[config.mk]
export PLATFORM = sky130hd
export DESIGN_NAME = reset_sequencer
export DESIGN_NICKNAME = d
export VERILOG_FILES = /design/src/rtl/reset_sequencer.sv
export SDC_FILE = /design/constraint.sdc
export NUM_CORES = 1
export LEC_CHECK = 0
export CORE_MARGIN = 1.5
export CORE_UTILIZATION = 40
export CTS_BUF_LIST = sky130_fd_sc_hd__clkbuf_8
export DETAILED_ROUTE_END_ITERATION = 16
export DONT_BUFFER_PORTS = 1
export HOLD_SLACK_MARGIN = 0.05
export PLACE_DENSITY = 0.56
export SYNTH_ARGS = -nofsm -noshare
export SYNTH_HDL_FRONTEND = slang
export SYNTH_SLANG_ARGS = --single-unit
[constraint.sdc]
create_clock -name clk -period 2.1 [get_ports clk]
set_clock_uncertainty 0.15 [all_clocks]
set_input_delay 0.315 -clock clk [delete_from_list [all_inputs] [get_ports clk]]
set_output_delay 0.315 -clock clk [all_outputs]
set_load 0.01 [all_outputs]
[src/rtl/reset_sequencer.sv]
// ============================================================================
// Module   : reset_sequencer
// Purpose  : Synchronizes reset sources and releases N reset stages in order.
//            Optional ack handshake per stage via macro RST_SEQ_ACK_EN.
// Revision : 1.0 - initial release
// ============================================================================
`default_nettype none

module reset_sequencer #(
  parameter int N_STAGES    = 4,
  parameter int HOLD_CYCLES = 16,
  parameter int STAGE_DELAY = 8,
  parameter int CNT_W       = 8
`ifdef RST_SEQ_ACK_EN
  ,
  parameter int ACK_TIMEOUT = 255
`endif
) (
  input  logic                clk,
  input  logic                resetn,
  input  logic                ext_rst_n,
  input  logic                pll_locked,
  input  logic                sw_rst,
`ifdef RST_SEQ_ACK_EN
  input  logic [N_STAGES-1:0] stage_ack,
  output logic                ack_timeout,
`endif
  output logic [N_STAGES-1:0] rst_out,
  output logic                seq_done,
  output logic [1:0]          rst_cause
);

  localparam int c_IDX_W = (N_STAGES > 1) ? $clog2(N_STAGES) : 1;
  localparam logic [c_IDX_W-1:0] c_IDX_LAST  = c_IDX_W'(N_STAGES - 1);
  localparam logic [CNT_W-1:0]   c_HOLD      = CNT_W'(HOLD_CYCLES);
  localparam logic [CNT_W-1:0]   c_DLY_LAST  = CNT_W'(STAGE_DELAY - 1);
  localparam logic [CNT_W-1:0]   c_CNT_MAX   = '1;
`ifdef RST_SEQ_ACK_EN
  localparam logic [CNT_W-1:0]   c_ACK_LAST  = CNT_W'(ACK_TIMEOUT - 1);
`endif

  typedef enum logic [1:0] {
    S_ASSERT  = 2'd0,
    S_RELEASE = 2'd1,
    S_RUN     = 2'd2
  } state_t;

  state_t              r_state, w_state_nxt;
  logic                r_ext_meta, r_ext_s, r_lock_meta, r_lock_s;
  logic [CNT_W-1:0]    r_hold, w_hold_nxt;
  logic [CNT_W-1:0]    r_dly, w_dly_nxt;
  logic [c_IDX_W-1:0]  r_idx, w_idx_nxt;
  logic [N_STAGES-1:0] r_rst, w_rst_nxt;
  logic [1:0]          r_cause, w_cause_nxt;
  logic                w_req;
`ifdef RST_SEQ_ACK_EN
  logic                r_acked, w_acked_nxt;
  logic [CNT_W-1:0]    r_ack_cnt, w_ack_cnt_nxt;
  logic                r_ack_to, w_ack_to_nxt;
  logic [c_IDX_W-1:0]  w_prev_idx;
  logic                w_abort_to;
`endif

  always_ff @(posedge clk) begin
    if (!resetn) begin
      r_ext_meta  <= 1'b0;
      r_ext_s     <= 1'b0;
      r_lock_meta <= 1'b0;
      r_lock_s    <= 1'b0;
      r_state     <= S_ASSERT;
      r_hold      <= '0;
      r_dly       <= '0;
      r_idx       <= '0;
      r_rst       <= '1;
      r_cause     <= 2'd0;
`ifdef RST_SEQ_ACK_EN
      r_acked     <= 1'b0;
      r_ack_cnt   <= '0;
      r_ack_to    <= 1'b0;
`endif
    end else begin
      r_ext_meta  <= ext_rst_n;
      r_ext_s     <= r_ext_meta;
      r_lock_meta <= pll_locked;
      r_lock_s    <= r_lock_meta;
      r_state     <= w_state_nxt;
      r_hold      <= w_hold_nxt;
      r_dly       <= w_dly_nxt;
      r_idx       <= w_idx_nxt;
      r_rst       <= w_rst_nxt;
      r_cause     <= w_cause_nxt;
`ifdef RST_SEQ_ACK_EN
      r_acked     <= w_acked_nxt;
      r_ack_cnt   <= w_ack_cnt_nxt;
      r_ack_to    <= w_ack_to_nxt;
`endif
    end
  end

  assign w_req = !r_ext_s | !r_lock_s | sw_rst;

  always_comb begin
    w_state_nxt = r_state;
    w_hold_nxt  = r_hold;
    w_dly_nxt   = r_dly;
    w_idx_nxt   = r_idx;
    w_rst_nxt   = r_rst;
    w_cause_nxt = r_cause;
`ifdef RST_SEQ_ACK_EN
    w_acked_nxt   = r_acked;
    w_ack_cnt_nxt = r_ack_cnt;
    w_ack_to_nxt  = r_ack_to;
    w_abort_to    = 1'b0;
    w_prev_idx    = (r_idx == '0) ? '0 : r_idx - c_IDX_W'(1);
`endif
    case (r_state)
      S_ASSERT: begin
        w_rst_nxt = '1;
        if (w_req) begin
          w_hold_nxt = '0;
        end else if (r_hold == c_HOLD) begin
          w_state_nxt = S_RELEASE;
          w_idx_nxt   = '0;
          w_dly_nxt   = '0;
`ifdef RST_SEQ_ACK_EN
          w_acked_nxt   = 1'b1;
          w_ack_cnt_nxt = '0;
`endif
        end else if (r_hold != c_CNT_MAX) begin
          w_hold_nxt = r_hold + CNT_W'(1);
        end
      end
      S_RELEASE: begin
`ifdef RST_SEQ_ACK_EN
        if (!r_rst[r_idx]) begin
          // Last stage already released; only its ack gates RUN.
          if (stage_ack[r_idx]) begin
            w_state_nxt = S_RUN;
          end else if (r_ack_cnt == c_ACK_LAST) begin
            w_abort_to = 1'b1;
          end else begin
            w_ack_cnt_nxt = r_ack_cnt + CNT_W'(1);
          end
        end else if (r_acked || stage_ack[w_prev_idx]) begin
          w_acked_nxt   = 1'b1;
          w_ack_cnt_nxt = '0;
          if (r_dly == c_DLY_LAST) begin
            w_rst_nxt[r_idx] = 1'b0;
            w_dly_nxt        = '0;
            w_acked_nxt      = 1'b0;
            if (r_idx == c_IDX_LAST) begin
              if (stage_ack[r_idx]) w_state_nxt = S_RUN;
            end else begin
              w_idx_nxt = r_idx + c_IDX_W'(1);
            end
          end else if (r_dly != c_CNT_MAX) begin
            w_dly_nxt = r_dly + CNT_W'(1);
          end
        end else if (r_ack_cnt == c_ACK_LAST) begin
          w_abort_to = 1'b1;
        end else begin
          w_ack_cnt_nxt = r_ack_cnt + CNT_W'(1);
        end
`else
        if (r_dly == c_DLY_LAST) begin
          w_rst_nxt[r_idx] = 1'b0;
          w_dly_nxt        = '0;
          if (r_idx == c_IDX_LAST) w_state_nxt = S_RUN;
          else                     w_idx_nxt   = r_idx + c_IDX_W'(1);
        end else if (r_dly != c_CNT_MAX) begin
          w_dly_nxt = r_dly + CNT_W'(1);
        end
`endif
      end
      S_RUN: begin
        w_rst_nxt = '0;
      end
      default: begin
        w_state_nxt = S_ASSERT;
        w_rst_nxt   = '1;
        w_hold_nxt  = '0;
      end
    endcase

    // A new request outranks any progress made above in RELEASE or RUN.
    if (r_state != S_ASSERT && w_req) begin
      w_state_nxt = S_ASSERT;
      w_rst_nxt   = '1;
      w_hold_nxt  = '0;
      w_dly_nxt   = '0;
      w_idx_nxt   = '0;
      if (!r_ext_s)       w_cause_nxt = 2'd1;
      else if (!r_lock_s) w_cause_nxt = 2'd2;
      else                w_cause_nxt = 2'd3;
    end
`ifdef RST_SEQ_ACK_EN
    else if (w_abort_to) begin
      w_state_nxt   = S_ASSERT;
      w_rst_nxt     = '1;
      w_hold_nxt    = '0;
      w_dly_nxt     = '0;
      w_idx_nxt     = '0;
      w_ack_cnt_nxt = '0;
      w_ack_to_nxt  = 1'b1;
    end
`endif
  end

  assign rst_out   = r_rst;
  assign seq_done  = (r_state == S_RUN);
  assign rst_cause = r_cause;
`ifdef RST_SEQ_ACK_EN
  assign ack_timeout = r_ack_to;
`endif

endmodule

`default_nettype wire

==> results of run 1 <==
final cells by class:
type | count | area [um2] | area share
clock buffer | 6 | 82.6 | 0.0410
clock inverter | 1 | 30.0 | 0.0149
inverter | 12 | 45.0 | 0.0223
multi-input combinational | 151 | 1060 | 0.526
sequential | 30 | 601 | 0.298
tap | 50 | 62.6 | 0.0310
timing repair buffer | 17 | 135 | 0.0670
metrics by stage:
step / cell area [um2] / TNS, ps
detailed placement: 1840 / 0
floorplan: 1740 / 0
global placement: 1840 / 0
global route: 2020 / -42.9
finish: 2020 / 0
CTS: 1980 / 0
flip-flops by register name (all words and copies together) (netlist names):
name,flops
r_idx,2
r_lock_meta,1
r_dly,8
r_state,2
r_ext_meta,1
rst_out,4
rst_cause,2
r_ext_s,1
r_hold,8
r_lock_s,1
cell families after synthesis:
logic type                 synth area share
and+or+nand+nor                       0.293
buffers and inverters                0.0533
DFF                                   0.346
adders and majority gates            0.0720
AOI/OAI and AO/OA                     0.236
how the worst max path moves through the flow:
stage                           to  slack, ps  cells after the start
final                     r_idx[1]        140                      6
after detailed placement  r_dly[2]        160                      6
after floorplan           r_dly[2]        170                      6
after global placement    r_dly[2]        210                      6
after CTS                 r_dly[2]        140                      6
after global routing      r_idx[1]        -10                      6
repair_timing:
item                                    CTS  global route
hold endpoints to repair                  5             0
gates resized for setup                   0             3
endpoints found under the setup margin    0             4
hold buffers                              3             0
buffers inserted                          0             2
critical path, stage by stage, from the launching register on:
cell,delay [ps]
dfxtp_1,350
inv_1,90
ha_1,160
nor4b_4,320
a41oi_2,220
or3_4,420
o32ai_1,160
metal layers:
metal | global-route usage | wire length [um] | vias up
met5 | 0 | 0 | -
li1 | - | - | 808
met1 | 0.232 | 1970 | 789
met4 | 0.0956 | 90 | 0
met3 | 0.0406 | 100 | 10
met2 | 0.368 | 2160 | 20
power breakdown:
group          total (uW)  switching [uW]  leakage [uW]  internal [uW]
Sequential            576            2.98      0.000243            573
Combinational        28.9            16.1      0.000433           12.8
Clock                 591             212     0.0000573            379
Total                1200             231      0.000733            964
cell usage in the layout, fill, tap and decap left out, drive strengths merged, types with 7 or more instances in the layout:
| cell type | count |
|---|---|
| buf | 14 |
| ha | 10 |
| nor2 | 8 |
| nand2 | 17 |
| and2 | 8 |
| nand4 | 7 |
| a21oi | 12 |
| dfxtp | 30 |
| nand3 | 13 |
| inv | 12 |
==> run_results.csv, run 1 <==
group,metric,value,unit
route,vias,1627,
place,port_buffers,0,
sta,post-route-period-util,0.932,
global_route,grt_pass1_vias,1565,
route,routed_via_density,6.09,
synth,yosysUniqueCellTypes,51,
worst_setup_path,rrSetupSlack,140,ps
floorplanning,core_area,4090,um2
place,pre_cts_slack,157,ps
synth,syn_nets,218,
synth,async_flop_share,0,
floorplanning,start_util,0.425,
cts,cts_buffers,5,
floorplanning,die-area,4750,um2
cts,max-clock-path-buffers,2,
pwr,pwr_density_cell,593,nW/um2
global_route,antenna_found_initial,0,
floorplanning,row_count,23,
floorplanning,pin_count,12,
worst_setup_path,r2r_start,"r_hold[0]",
route,dr.pass1.iters,5,
sta,slew_headroom,0.619,
floorplanning,die_w,68.9,um
worst_setup_path,worstSetupPathType,"reg -> reg",
finish,drive_above_1_share,0.143,
finish,antenna_cells,0,
synth,synth_top_area_share,0.346,
synth,synth_area_leaders,"dfxtp_1 (35%), ha_1 (7.2%), nand3_1 (3.7%)",
cts,root_buffer,"clkbuf_8",
cts,htreeDepth,2,
synth,yosysTopAreaCell,"dfxtp_1",
finish,areaGrowthSynthToFinish,16.1,%
synth,synth-edff-count,0,
global_route,gr-total-overflow,0,
sta,setup_slack,143,ps
route,drcViolationCount,0,
synth,synth-main-ff-cell,"dfxtp_1",
worst_setup_path,cp-startpoint,"r_hold[0]",
min_path,min_from,"resetn",
worst_setup_path,critPathMaxFanout,5,
sta,fmax,511,MHz
sta,worst_pin_slew,571,ps
worst_setup_path,cp-end-kind,"flip-flop",
place,hpwlAfterDp,3.10,mm
cts,clkTransAtPathRegs,60,ps
finish,final_util,0.493,
sta,final_max_slew_viol_count,0,
worst_setup_path,rr_endpoint,"r_idx[1]",
finish,final_cells,267,
synth,avgSynthCellArea,8.56,um2
sta,setup_viol,0,
global_route,grt_max_degree,12,
min_path,min_to,"rst_cause[0]",
min_path,hold_class,"in -> reg",
route,first_iter_violations,51,
synth,synth-warning-count,0,
sta,finalCriticalPeriod,1960,ps
floorplanning,fp.dieH,68.9,um
synth,ys_top_cells_by_count,"dfxtp_1 (30), nand2_1 (17), nand3_1 (13)",
synth,synth_seq_cells,30,
status,status,"finished clean",
sta,hold-worst-slack,104,ps
worst_setup_path,crit_arrival,1980,ps
synth,yosysSeqAreaShare,0.346,
finish,nets,232,
route,ant_nets,0,
cts,tritoncts,"yes",
worst_setup_path,cp-start-kind,"flip-flop",
worst_setup_path,r2r.worst_path.cells,6,
route,routed_wl,4.31,mm
pwr,peakVddDrop,370,uV
synth,netlist_area,1740,um2
pwr,total_power,1200,uW
synth,synthCells,203,
route,wl_per_cell,16.2,um
sta,rsz0062_at_grt,"yes",
sta,finalHoldViolations,0,
cts,clock-sinks,30,
worst_setup_path,critical_path_required,2130,ps
global_route,grt_pass1_wl,7.21,mm
place,dp_cells,255,
min_path,hold_depth,2,
global_route,grt_usage,0.205,
pwr,p_leak,0.000733,uW
finish,fillCellCount,396,
synth,synth_most_common_cell,"dfxtp_1",
flow_run,maxCapViolCount,0,
cts,clkLatencyLatePin,280,ps
place,routabilityCongestion,0.787,
No activity file was read; power rests on OpenSTA's default activity.
==> run 2: changes to the inputs <==
GPL_ROUTABILITY_DRIVEN = 0   (was unset)
==> results of run 2 <==
The final DEF is identical to that of run 1; final timing and power are the same.
==> run 3: changes to the inputs <==
CAP_MARGIN = 20   (was unset)
==> results of run 3 <==
The final DEF is identical to that of run 1; final timing and power are the same.
==> edit: new RTL, settings of run 2 <==
Put a register stage on the output `seq_done`, cleared by the reset. The value now appears one clock later. The other outputs are not delayed to match.
--- a/src/rtl/reset_sequencer.sv
+++ b/src/rtl/reset_sequencer.sv
@@ -207,7 +207,13 @@
   end
 
   assign rst_out   = r_rst;
-  assign seq_done  = (r_state == S_RUN);
+  always_ff @(posedge clk) begin
+    if (!resetn) begin
+      seq_done <= '0;
+    end else begin
+      seq_done <= (r_state == S_RUN);
+    end
+  end
   assign rst_cause = r_cause;
 `ifdef RST_SEQ_ACK_EN
   assign ack_timeout = r_ack_to;
Formal check against the unedited RTL: same outputs for any inputs over 10 cycles, from zero or initial values and one cycle with resetn low; that may be too few to reach the edited logic, so the function may still have changed.
==> edit against run 2 <==
- non-clock buffer count rose by 3
- synthesized area up 2.6%
- critical path depth down 1
- setup slack worse by 0.075 ns
- sequential cell count increased by 1
- cell area rose by 3.4%
- routed wire length fell by 2.8%
- largest cell class unchanged
Power is not compared: it rests on default switching activity, and its combinational part moved more than twofold at a synthesized area within 25%.
==> edit: results <==
export IMPL_nClkBuffers=5
export IMPL_place_ws_ns=0.00379
export IMPL_reg2reg_depth=5
export IMPL_initial_core_util_pct=41.2
export IMPL_dp_cells=260
export IMPL_finalWirelength_microns=4190
export IMPL_final_clk_cell_share_pct=4.26
export IMPL_inv_count=10
export IMPL_fin_cells=272
export IMPL_layout_nets=234
export IMPL_grt_pass1_vias=1596
export IMPL_rrSetupSlack_ns=0.07
export IMPL_status="finished, final reports clean"
export IMPL_ys_types=50
export IMPL_final_layout_size_suffix_gt1_share_pct=21.4
export IMPL_dp_hpwl_microns=3060
export IMPL_tightest_slew_ns=0.517
export IMPL_grt_pass1_wl_microns=7360
export IMPL_max_freq_ghz=0.492
export IMPL_placed_area_sq_um=1930
export IMPL_grt_max_degree=21
export IMPL_dr_pass1_iters=4
export IMPL_cts_sinks=31
export IMPL_multi_input_area_sq_um=1090
export IMPL_ys_seq_area_share_pct=34.8
export IMPL_nonClkBufAreaFrac_pct=8.77
## edit: metal layers
metal  global-route usage [%]  share of wire, %  wire length [microns]  up-vias
met5                        0                 0                      0        -
li1                         -                 -                      -      802
met2                     32.2                52                   2160       23
met3                     5.38               3.6                    149        6
met4                     6.41               1.4                     57        0
met1                     22.3                43                   1820      773
## edit: kinds of logic (layout without fill, tap and decap cells)
kind of cell	Yosys count	after routing	synth area share, %
AND/OR/NAND/NOR	89	89	29.2
AO/OA/AOI/OAI	50	50	22.2
flip-flops	31	31	34.8
buffers and inverters	21	38	5.62
adder cells (fa/ha/maj)	10	10	7.02
multiplexers	2	2	1.12
## edit: worst min-delay path by stage
| stage | startpoint | endpoint | slack [ns] | cells past startpoint |
|---|---|---|---|---|
| 6_report | resetn | r_dly[6] | 0.16 | 3 |
| 5_1_grt | resetn | r_dly[6] | 0.18 | 3 |
| 4_1_cts | resetn | r_dly[6] | 0.15 | 3 |
| 3_5_place_dp | r_lock_meta | r_lock_s | 0.27 | 1 |
| 3_3_place_gp | r_ext_meta | r_ext_s | 0.27 | 1 |
| 2_1_floorplan | r_ext_meta | r_ext_s | 0.26 | 1 |
## edit: power breakdown
part           total [mW]  switching [mW]  internal, mW
combinational      0.0861          0.0455        0.0406
clock               0.471           0.241         0.230
sequential          0.608          0.0102         0.598
## edit: critical path: stages, from the launching register on
cell and delay [ns]:
dfxtp_1 0.37, ha_2 0.24, and3b_1 0.22, and2_1 0.23
or4_4 0.57, o31ai_4 0.17
## edit: timing repair
action                     in CTS  in global routing
setup buffers                   0                  1
hold endpoints to repair        7                  0
hold buffers                    3                  0
setup endpoints to repair       1                 10
gates resized for setup         1                  5
pin swaps                       0                  1
gates cloned                    0                  0
